## config.mk

```make
export PLATFORM = sky130hd
export DESIGN_NAME = snoop_coherence_ctrl
export DESIGN_NICKNAME = d
export VERILOG_FILES = /design/src/rtl/snoop_pkg.sv /design/src/rtl/rr_arbiter.sv /design/src/rtl/snoop_coherence_ctrl.sv
export SDC_FILE = /design/constraint.sdc
export NUM_CORES = 1
export LEC_CHECK = 0
export BUFFER_PORTS_ARGS = -buffer_cell sky130_fd_sc_hd__buf_2
export CAP_MARGIN = 20
export CORE_UTILIZATION = 50
export CTS_BUF_LIST = sky130_fd_sc_hd__clkbuf_8
export CTS_CLUSTER_DIAMETER = 100
export CTS_CLUSTER_SIZE = 8
export DETAILED_ROUTE_END_ITERATION = 10
export PLACE_DENSITY = 0.7
export REMOVE_ABC_BUFFERS = 1
export SETUP_SLACK_MARGIN = 0.05
export SYNTH_ARGS = -nofsm -noshare
export SYNTH_HDL_FRONTEND = slang
export SYNTH_SLANG_ARGS = --single-unit
```

## constraint.sdc

```tcl
create_clock -name Clock -period 6.78 [get_ports Clock]
set_input_delay 0.339 -clock Clock [delete_from_list [all_inputs] [get_ports Clock]]
set_output_delay 0.339 -clock Clock [all_outputs]
set_load 0.1 [all_outputs]
```

## src/rtl/snoop_pkg.sv

```systemverilog
// Shared encodings for the snooping coherence controller: line states,
// bus operations and controller FSM states.
package snoop_pkg;

   typedef logic [2:0] coh_t;

   localparam coh_t ST_I = 3'd0;
   localparam coh_t ST_S = 3'd1;
   localparam coh_t ST_M = 3'd2;
   localparam coh_t ST_E = 3'd3;

   typedef logic [1:0] bus_op_t;

   localparam bus_op_t BUS_RD   = 2'd0;
   localparam bus_op_t BUS_RDX  = 2'd1;
   localparam bus_op_t BUS_UPGR = 2'd2;

   typedef logic [1:0] fsm_t;

   localparam fsm_t FSM_IDLE      = 2'd0;
   localparam fsm_t FSM_SNOOP     = 2'd1;
   localparam fsm_t FSM_WRITEBACK = 2'd2;
   localparam fsm_t FSM_COMPLETE  = 2'd3;

endpackage

```

## src/rtl/rr_arbiter.sv

```systemverilog
// Combinational round-robin arbiter: lowest requester at or above ptr wins,
// wrapping around to requester 0.
module rr_arbiter #(
   parameter int unsigned N     = 2,
   parameter int unsigned CID_W = $clog2(N)
) (
   input  logic [N-1:0]     req,
   input  logic [CID_W-1:0] ptr,
   output logic [N-1:0]     gnt_oh_c,
   output logic [CID_W-1:0] gnt_idx_c,
   output logic             gnt_any_c
);

   logic found;

   // Two passes: upper segment [ptr, N) first, then the wrapped segment [0, ptr).
   always_comb begin
      gnt_oh_c  = '0;
      gnt_idx_c = '0;
      found     = 1'b0;
      for (int i = 0; i < int'(N); i++) begin
         if (!found && req[i] && (i >= int'(ptr))) begin
            found       = 1'b1;
            gnt_oh_c[i] = 1'b1;
            gnt_idx_c   = CID_W'(i);
         end
      end
      for (int i = 0; i < int'(N); i++) begin
         if (!found && req[i] && (i < int'(ptr))) begin
            found       = 1'b1;
            gnt_oh_c[i] = 1'b1;
            gnt_idx_c   = CID_W'(i);
         end
      end
   end

   assign gnt_any_c = |req;

endmodule

```

## src/rtl/snoop_coherence_ctrl.sv

```systemverilog
// Snooping MSI/MESI coherence controller: one bus transaction at a time,
// round-robin arbitration among NUM_CACHES requesters, write-back from M owners.
module snoop_coherence_ctrl
   import snoop_pkg::*;
#(
   parameter  int unsigned NUM_CACHES = 2,
   parameter  int unsigned NUM_LINES  = 4,
   parameter  int unsigned IDX_W      = $clog2(NUM_LINES),
   parameter  int unsigned PROTOCOL   = 0,
   localparam int unsigned CID_W      = $clog2(NUM_CACHES)
) (
   input  logic                        Clock,
   input  logic                        Reset_n,
   input  logic [NUM_CACHES-1:0]       req_valid,
   input  logic [NUM_CACHES-1:0]       req_write,
   input  logic [NUM_CACHES*IDX_W-1:0] req_idx,
   output logic [NUM_CACHES-1:0]       req_ready,
   output logic                        bus_valid,
   output logic [1:0]                  bus_op,
   output logic [CID_W-1:0]            bus_src,
   output logic [IDX_W-1:0]            bus_idx,
   output logic                        wb_valid,
   output logic [CID_W-1:0]            wb_cache,
   output logic [IDX_W-1:0]            wb_idx,
   input  logic [CID_W-1:0]            q_cache,
   input  logic [IDX_W-1:0]            q_idx,
   output logic [2:0]                  q_state
);

   coh_t st_q [NUM_CACHES][NUM_LINES];
   coh_t st_d [NUM_CACHES][NUM_LINES];

   fsm_t                  fsm_q, fsm_d;
   logic [CID_W-1:0]      ptr_q, ptr_d;
   logic [CID_W-1:0]      win_q, win_d;
   logic [CID_W-1:0]      owner_q, owner_d;
   logic                  write_q, write_d;
   logic [IDX_W-1:0]      idx_q, idx_d;
   logic                  need_bus_q, need_bus_d;
   logic                  m_hit_q, m_hit_d;
   logic                  shared_q, shared_d;

   logic [NUM_CACHES-1:0] req_ready_q, req_ready_d;
   logic                  bus_valid_q, bus_valid_d;
   bus_op_t               bus_op_q, bus_op_d;
   logic [CID_W-1:0]      bus_src_q, bus_src_d;
   logic [IDX_W-1:0]      bus_idx_q, bus_idx_d;
   logic                  wb_valid_q, wb_valid_d;
   logic [CID_W-1:0]      wb_cache_q, wb_cache_d;
   logic [IDX_W-1:0]      wb_idx_q, wb_idx_d;

   logic [NUM_CACHES-1:0] gnt_oh_c;
   logic [CID_W-1:0]      gnt_idx_c;
   logic                  gnt_any_c;

   logic [IDX_W-1:0]      cand_idx;
   logic                  cand_write;
   coh_t                  cand_r;
   logic                  cand_shared;
   logic                  cand_m;
   logic [CID_W-1:0]      cand_owner;
   logic                  cand_bus;
   bus_op_t               cand_op;

   rr_arbiter #(
      .N     (NUM_CACHES),
      .CID_W (CID_W)
   ) u_arb (
      .req       (req_valid),
      .ptr       (ptr_q),
      .gnt_oh_c  (gnt_oh_c),
      .gnt_idx_c (gnt_idx_c),
      .gnt_any_c (gnt_any_c)
   );

   // Classify the granted request up front so the bus broadcast is registered
   // and visible during the SNOOP cycle; states cannot change before then.
   always_comb begin
      cand_idx    = '0;
      cand_write  = |(req_write & gnt_oh_c);
      for (int i = 0; i < int'(NUM_CACHES); i++) begin
         if (gnt_oh_c[i]) cand_idx = cand_idx | req_idx[i*IDX_W +: IDX_W];
      end
      cand_r      = st_q[gnt_idx_c][cand_idx];
      cand_shared = 1'b0;
      cand_m      = 1'b0;
      cand_owner  = '0;
      for (int c = 0; c < int'(NUM_CACHES); c++) begin
         if (CID_W'(c) != gnt_idx_c) begin
            if (st_q[c][cand_idx] != ST_I) cand_shared = 1'b1;
            if (st_q[c][cand_idx] == ST_M) begin
               cand_m     = 1'b1;
               cand_owner = CID_W'(c);
            end
         end
      end
      cand_bus = 1'b0;
      cand_op  = BUS_RD;
      if (!cand_write) begin
         cand_bus = (cand_r == ST_I);
      end else if (cand_r == ST_S) begin
         cand_bus = 1'b1;
         cand_op  = BUS_UPGR;
      end else if (cand_r == ST_I) begin
         cand_bus = 1'b1;
         cand_op  = BUS_RDX;
      end
   end

   always_comb begin
      fsm_d       = fsm_q;
      ptr_d       = ptr_q;
      win_d       = win_q;
      owner_d     = owner_q;
      write_d     = write_q;
      idx_d       = idx_q;
      need_bus_d  = need_bus_q;
      m_hit_d     = m_hit_q;
      shared_d    = shared_q;
      st_d        = st_q;
      req_ready_d = '0;
      bus_valid_d = 1'b0;
      bus_op_d    = bus_op_q;
      bus_src_d   = bus_src_q;
      bus_idx_d   = bus_idx_q;
      wb_valid_d  = 1'b0;
      wb_cache_d  = wb_cache_q;
      wb_idx_d    = wb_idx_q;

      case (fsm_q)
         FSM_IDLE: begin
            if (gnt_any_c) begin
               fsm_d      = FSM_SNOOP;
               win_d      = gnt_idx_c;
               write_d    = cand_write;
               idx_d      = cand_idx;
               need_bus_d = cand_bus;
               m_hit_d    = cand_m;
               owner_d    = cand_owner;
               shared_d   = cand_shared;
               ptr_d      = (gnt_idx_c == CID_W'(NUM_CACHES - 1)) ? '0 : gnt_idx_c + CID_W'(1);
               bus_valid_d = cand_bus;
               if (cand_bus) begin
                  bus_op_d  = cand_op;
                  bus_src_d = gnt_idx_c;
                  bus_idx_d = cand_idx;
               end
            end
         end
         FSM_SNOOP: begin
            if (need_bus_q && m_hit_q) begin
               fsm_d      = FSM_WRITEBACK;
               wb_valid_d = 1'b1;
               wb_cache_d = owner_q;
               wb_idx_d   = idx_q;
            end else begin
               fsm_d              = FSM_COMPLETE;
               req_ready_d[win_q] = 1'b1;
            end
         end
         FSM_WRITEBACK: begin
            fsm_d              = FSM_COMPLETE;
            req_ready_d[win_q] = 1'b1;
         end
         FSM_COMPLETE: begin
            fsm_d = FSM_IDLE;
            // Hits carry no bus op, so other caches are only touched on a broadcast.
            if (need_bus_q) begin
               for (int c = 0; c < int'(NUM_CACHES); c++) begin
                  if (CID_W'(c) != win_q) begin
                     if (write_q) begin
                        st_d[c][idx_q] = ST_I;
                     end else if ((st_q[c][idx_q] == ST_M) || (st_q[c][idx_q] == ST_E)) begin
                        st_d[c][idx_q] = ST_S;
                     end
                  end
               end
            end
            if (write_q) begin
               st_d[win_q][idx_q] = ST_M;
            end else if (need_bus_q) begin
               st_d[win_q][idx_q] = ((PROTOCOL == 1) && !shared_q) ? ST_E : ST_S;
            end
         end
         default: fsm_d = FSM_IDLE;
      endcase
   end

   always_ff @(posedge Clock or negedge Reset_n) begin
      if (!Reset_n) begin
         for (int c = 0; c < int'(NUM_CACHES); c++) begin
            for (int l = 0; l < int'(NUM_LINES); l++) begin
               st_q[c][l] <= ST_I;
            end
         end
         fsm_q       <= FSM_IDLE;
         ptr_q       <= '0;
         win_q       <= '0;
         owner_q     <= '0;
         write_q     <= 1'b0;
         idx_q       <= '0;
         need_bus_q  <= 1'b0;
         m_hit_q     <= 1'b0;
         shared_q    <= 1'b0;
         req_ready_q <= '0;
         bus_valid_q <= 1'b0;
         bus_op_q    <= BUS_RD;
         bus_src_q   <= '0;
         bus_idx_q   <= '0;
         wb_valid_q  <= 1'b0;
         wb_cache_q  <= '0;
         wb_idx_q    <= '0;
      end else begin
         st_q        <= st_d;
         fsm_q       <= fsm_d;
         ptr_q       <= ptr_d;
         win_q       <= win_d;
         owner_q     <= owner_d;
         write_q     <= write_d;
         idx_q       <= idx_d;
         need_bus_q  <= need_bus_d;
         m_hit_q     <= m_hit_d;
         shared_q    <= shared_d;
         req_ready_q <= req_ready_d;
         bus_valid_q <= bus_valid_d;
         bus_op_q    <= bus_op_d;
         bus_src_q   <= bus_src_d;
         bus_idx_q   <= bus_idx_d;
         wb_valid_q  <= wb_valid_d;
         wb_cache_q  <= wb_cache_d;
         wb_idx_q    <= wb_idx_d;
      end
   end

   assign req_ready = req_ready_q;
   assign bus_valid = bus_valid_q;
   assign bus_op    = bus_op_q;
   assign bus_src   = bus_src_q;
   assign bus_idx   = bus_idx_q;
   assign wb_valid  = wb_valid_q;
   assign wb_cache  = wb_cache_q;
   assign wb_idx    = wb_idx_q;
   assign q_state   = st_q[q_cache][q_idx];

endmodule

```

==> flow_summary_export.csv <==
group,metric,value,unit
timing,timing.hold.ws,0.426,ns
setup_path,required,6.97,ns
die,start_util,53.3,%
clock_tree,cts_sinks,46,
layout,finalNonFillerCells,343,
clock_tree,cts.clk_slew.worst_paths,0.09,ns
setup_path,reg2reg_to,"bus_idx[0]",
setup_path,cp_num_cells,8,
setup_path,worstSetupEndpoint,"bus_idx[0]",
worst_hold_path,hold_class,"input port to flip-flop",
pwr,p_leak,1.32,nW
timing,period_minus_slack,2.38,ns
die,die_x,73.6,um
timing,slew_headroom,53.8,%
timing,fin_worst_skew,0.00494,ns
drt,ant_nets,0,
setup_path,cp_common_cell,"nand2_1",
timing,drv_slew,0,
drt,vias,2063,
global_routing,grt_pass1_vias,2091,
timing,tns,0,ns
synthesis,syn_area,2570,sq um
clock_tree,cts_tree,"built",
placed_design,gp_congestion,0.919,
synthesis,synth.distinct_cells,48,
timing,setup_viol,0,
timing,post-route-period-util,35.1,%
layout,final_common_cell,"dfrtp_1",
setup_path,crit_chain,"inv_1 -> ha_1 -> nand2_1 -> a21oi_1 -> nand2_1 -> o22a_2 -> a22oi_4 -> mux2_4",
timing,timing.fmax,420,MHz
die,pin_count,28,
setup_path,rr_worst_depth,8,
synthesis,ys.flop_type,"dfrtp_1",
global_routing,antenna_found_initial,0,
setup_path,rrSetupSlack,4.40,ns
layout,drive_gt1_share,24.3,%
synthesis,async_reset_ff_share,100,%
die,die-area,5420,sq um
global_routing,grt_use_total,25.9,%
setup_path,worstSetupPathType,"flip-flop to flip-flop",
setup_path,r2r_start,"fsm_q[1]",
setup_path,worst_ep_arrival_time,2.57,ns
drt,drt_wl_total,6140,um
global_routing,overflow,0,
global_routing,grt_pass1_wl,10400,um
setup_path,cp_max_fo,7,
setup_path,critPathLaunchType,"flip-flop",
layout,layout.nets,293,
synthesis,ys_seq_area_share,44.9,%
layout,areaGrowthSynthToFinish,13.6,%
clock_tree,max-clock-path-buffers,2,
placed_design,dpl.hpwl,4530,um
timing,hold_viol,0,
drt,drt_iter0_drc,304,
setup_path,max_stage_delay,0.42,ns
layout,fin_util,60.5,%
drt,drc,0,
clock_tree,insertion_delay,0.30,ns
clock_tree,clock-root-buffer,"clkbuf_8",
synthesis,yosysWarnings,0,
setup_path,cp_top_family,"compound AO/OA/AOI/OAI gates",
synthesis,syn_avg_cell_area,10.4,sq um
die,core_area,4820,sq um
clock_tree,cts_setup_buffers,0,
clock_tree,postCtsHoldBufs,0,
synthesis,ys_seq_elements,46,
setup_path,cp-end-kind,"flip-flop",
timing,tightest_slew,0.688,ns
die,die_h,73.6,um
setup_path,path_buf_inv,1,
pwr,power.density,491,nW/um^2
layout,final_cell_mix,"dfrtp_1 (46), buf_2 (27), nand2_1 (23), o21ai_0 (20), nor2_1 (20)",
synthesis,netlist_instances,246,
placed_design,place_inst,333,
timing,rsz0062_at_grt,"no",
synthesis,synth_edf_count,0,
die,num_rows,25,
drt,wl_per_cell,17.9,um
global_routing,grt_max_degree,47,
layout,antenna_cells,0,
pwr,total_power,1.43,mW
placed_design,portBuffers,27,
clock_tree,numCtsBuffers,5,
pwr,irDropWorstVdd,0.266,mV
clock_tree,htree_levels,2,
clock_tree,cts_resized,0,
drt,drtPass1Iterations,5,
drt,viasPerCell,6.01,
outcome,outcome,"finished clean",
setup_path,critPathSlowestCell,"dfrtp_1",
setup_path,critPathLaunch,"fsm_q[1]",
flow_run,maxCapViolCount,0,
-- sequential cells by signal (all words and copies together) (netlist names), 2 cells and up --
register / cells
wb_idx: 2
fsm_q: 2
bus_idx: 2
req_ready: 2
idx_q: 2
st_q: 24
bus_op: 2
-- how the worst min path moves through the flow --
stage	from	to	slack, ns	cells after the start
finish	req_valid[0]	ptr_q	0.43	3
floorplan	Reset_n	bus_idx[0]	0.04	0
CTS	Reset_n	st_q[2]	0.23	1
global placement	bus_op[1]	bus_op[1]	0.48	1
detailed placement	owner_q	owner_q	0.48	2
global route	req_valid[0]	ptr_q	0.46	3
-- routing by layer --
layer / global-route usage [%] / wire length [um]
met1: 35.8 / 2790
met2: 40.7 / 2810
met3: 4.80 / 406
met4: 9.83 / 137
met5: 0 / 0
-- Yosys cell counts (3+ instances only) --
| master | number | area, sq um |
|---|---|---|
| dfrtp_1 | 46 | 1150 |
| nand2_1 | 23 | 86.3 |
| nor2_1 | 20 | 75.1 |
| o21ai_0 | 20 | 100 |
| a21oi_1 | 12 | 60.1 |
| nand2b_1 | 11 | 68.8 |
| nand3_1 | 9 | 45.0 |
| inv_1 | 8 | 30.0 |
| mux2_2 | 8 | 90.1 |
| mux4_2 | 8 | 180 |
| a21boi_0 | 6 | 45.0 |
| o21a_1 | 6 | 45.0 |
| and2_1 | 5 | 31.3 |
| clkbuf_1 | 5 | 18.8 |
| ha_1 | 5 | 62.6 |
| mux2i_1 | 4 | 40.0 |
| nor3_1 | 4 | 20.0 |
| o22a_1 | 4 | 35.0 |
| o31ai_1 | 4 | 30.0 |
| a32oi_1 | 3 | 26.3 |
| nor2b_1 | 3 | 18.8 |
-- logic make-up (layout without fill, tap and decap cells) --
kind of cell	count (synthesis)	count (layout)	share of synthesized area [%]
AND/OR/NAND/NOR	86	86	16.9
AO/OA/AOI/OAI	73	73	20.5
flip-flops	46	46	44.9
multiplexers	21	21	12.7
buffers and inverters	15	45	2.63
adder cells (fa/ha/maj)	5	5	2.44
-- worst reg2reg max path, cell delays in order, from the launching register on --
cell	delay [ns]
dfrtp_1	0.42
inv_1	0.14
ha_1	0.32
nand2_1	0.10
a21oi_1	0.33
nand2_1	0.11
o22a_2	0.23
a22oi_4	0.29
mux2_4	0.33
-- power breakdown --
group	internal, mW	switching (mW)	total [mW]
combinational	0.214	0.487	0.701
sequential	0.368	0.120	0.488
clock	0.148	0.0957	0.243
-- final cells by class --
cell class / count / area, sq um
Tap cell: 67 / 83.8
Clock buffer: 5 / 68.8
Clock inverter: 3 / 68.8
Multi-Input combinational cell: 185 / 1350
Inverter: 8 / 30.0
Timing Repair Buffer: 29 / 165
Sequential cell: 46 / 1150
Fill cell: 439 / 1900
-- per-stage QoR --
step / area [sq um] / worst slack [ns]
floorplan: 2530 / 4.65
detailed placement: 2750 / 4.41
finish: 2920 / 4.40
global placement: 2750 / 4.47
CTS: 2890 / 4.45
global route: 2920 / 4.26
(Power assumes the default switching activity.)
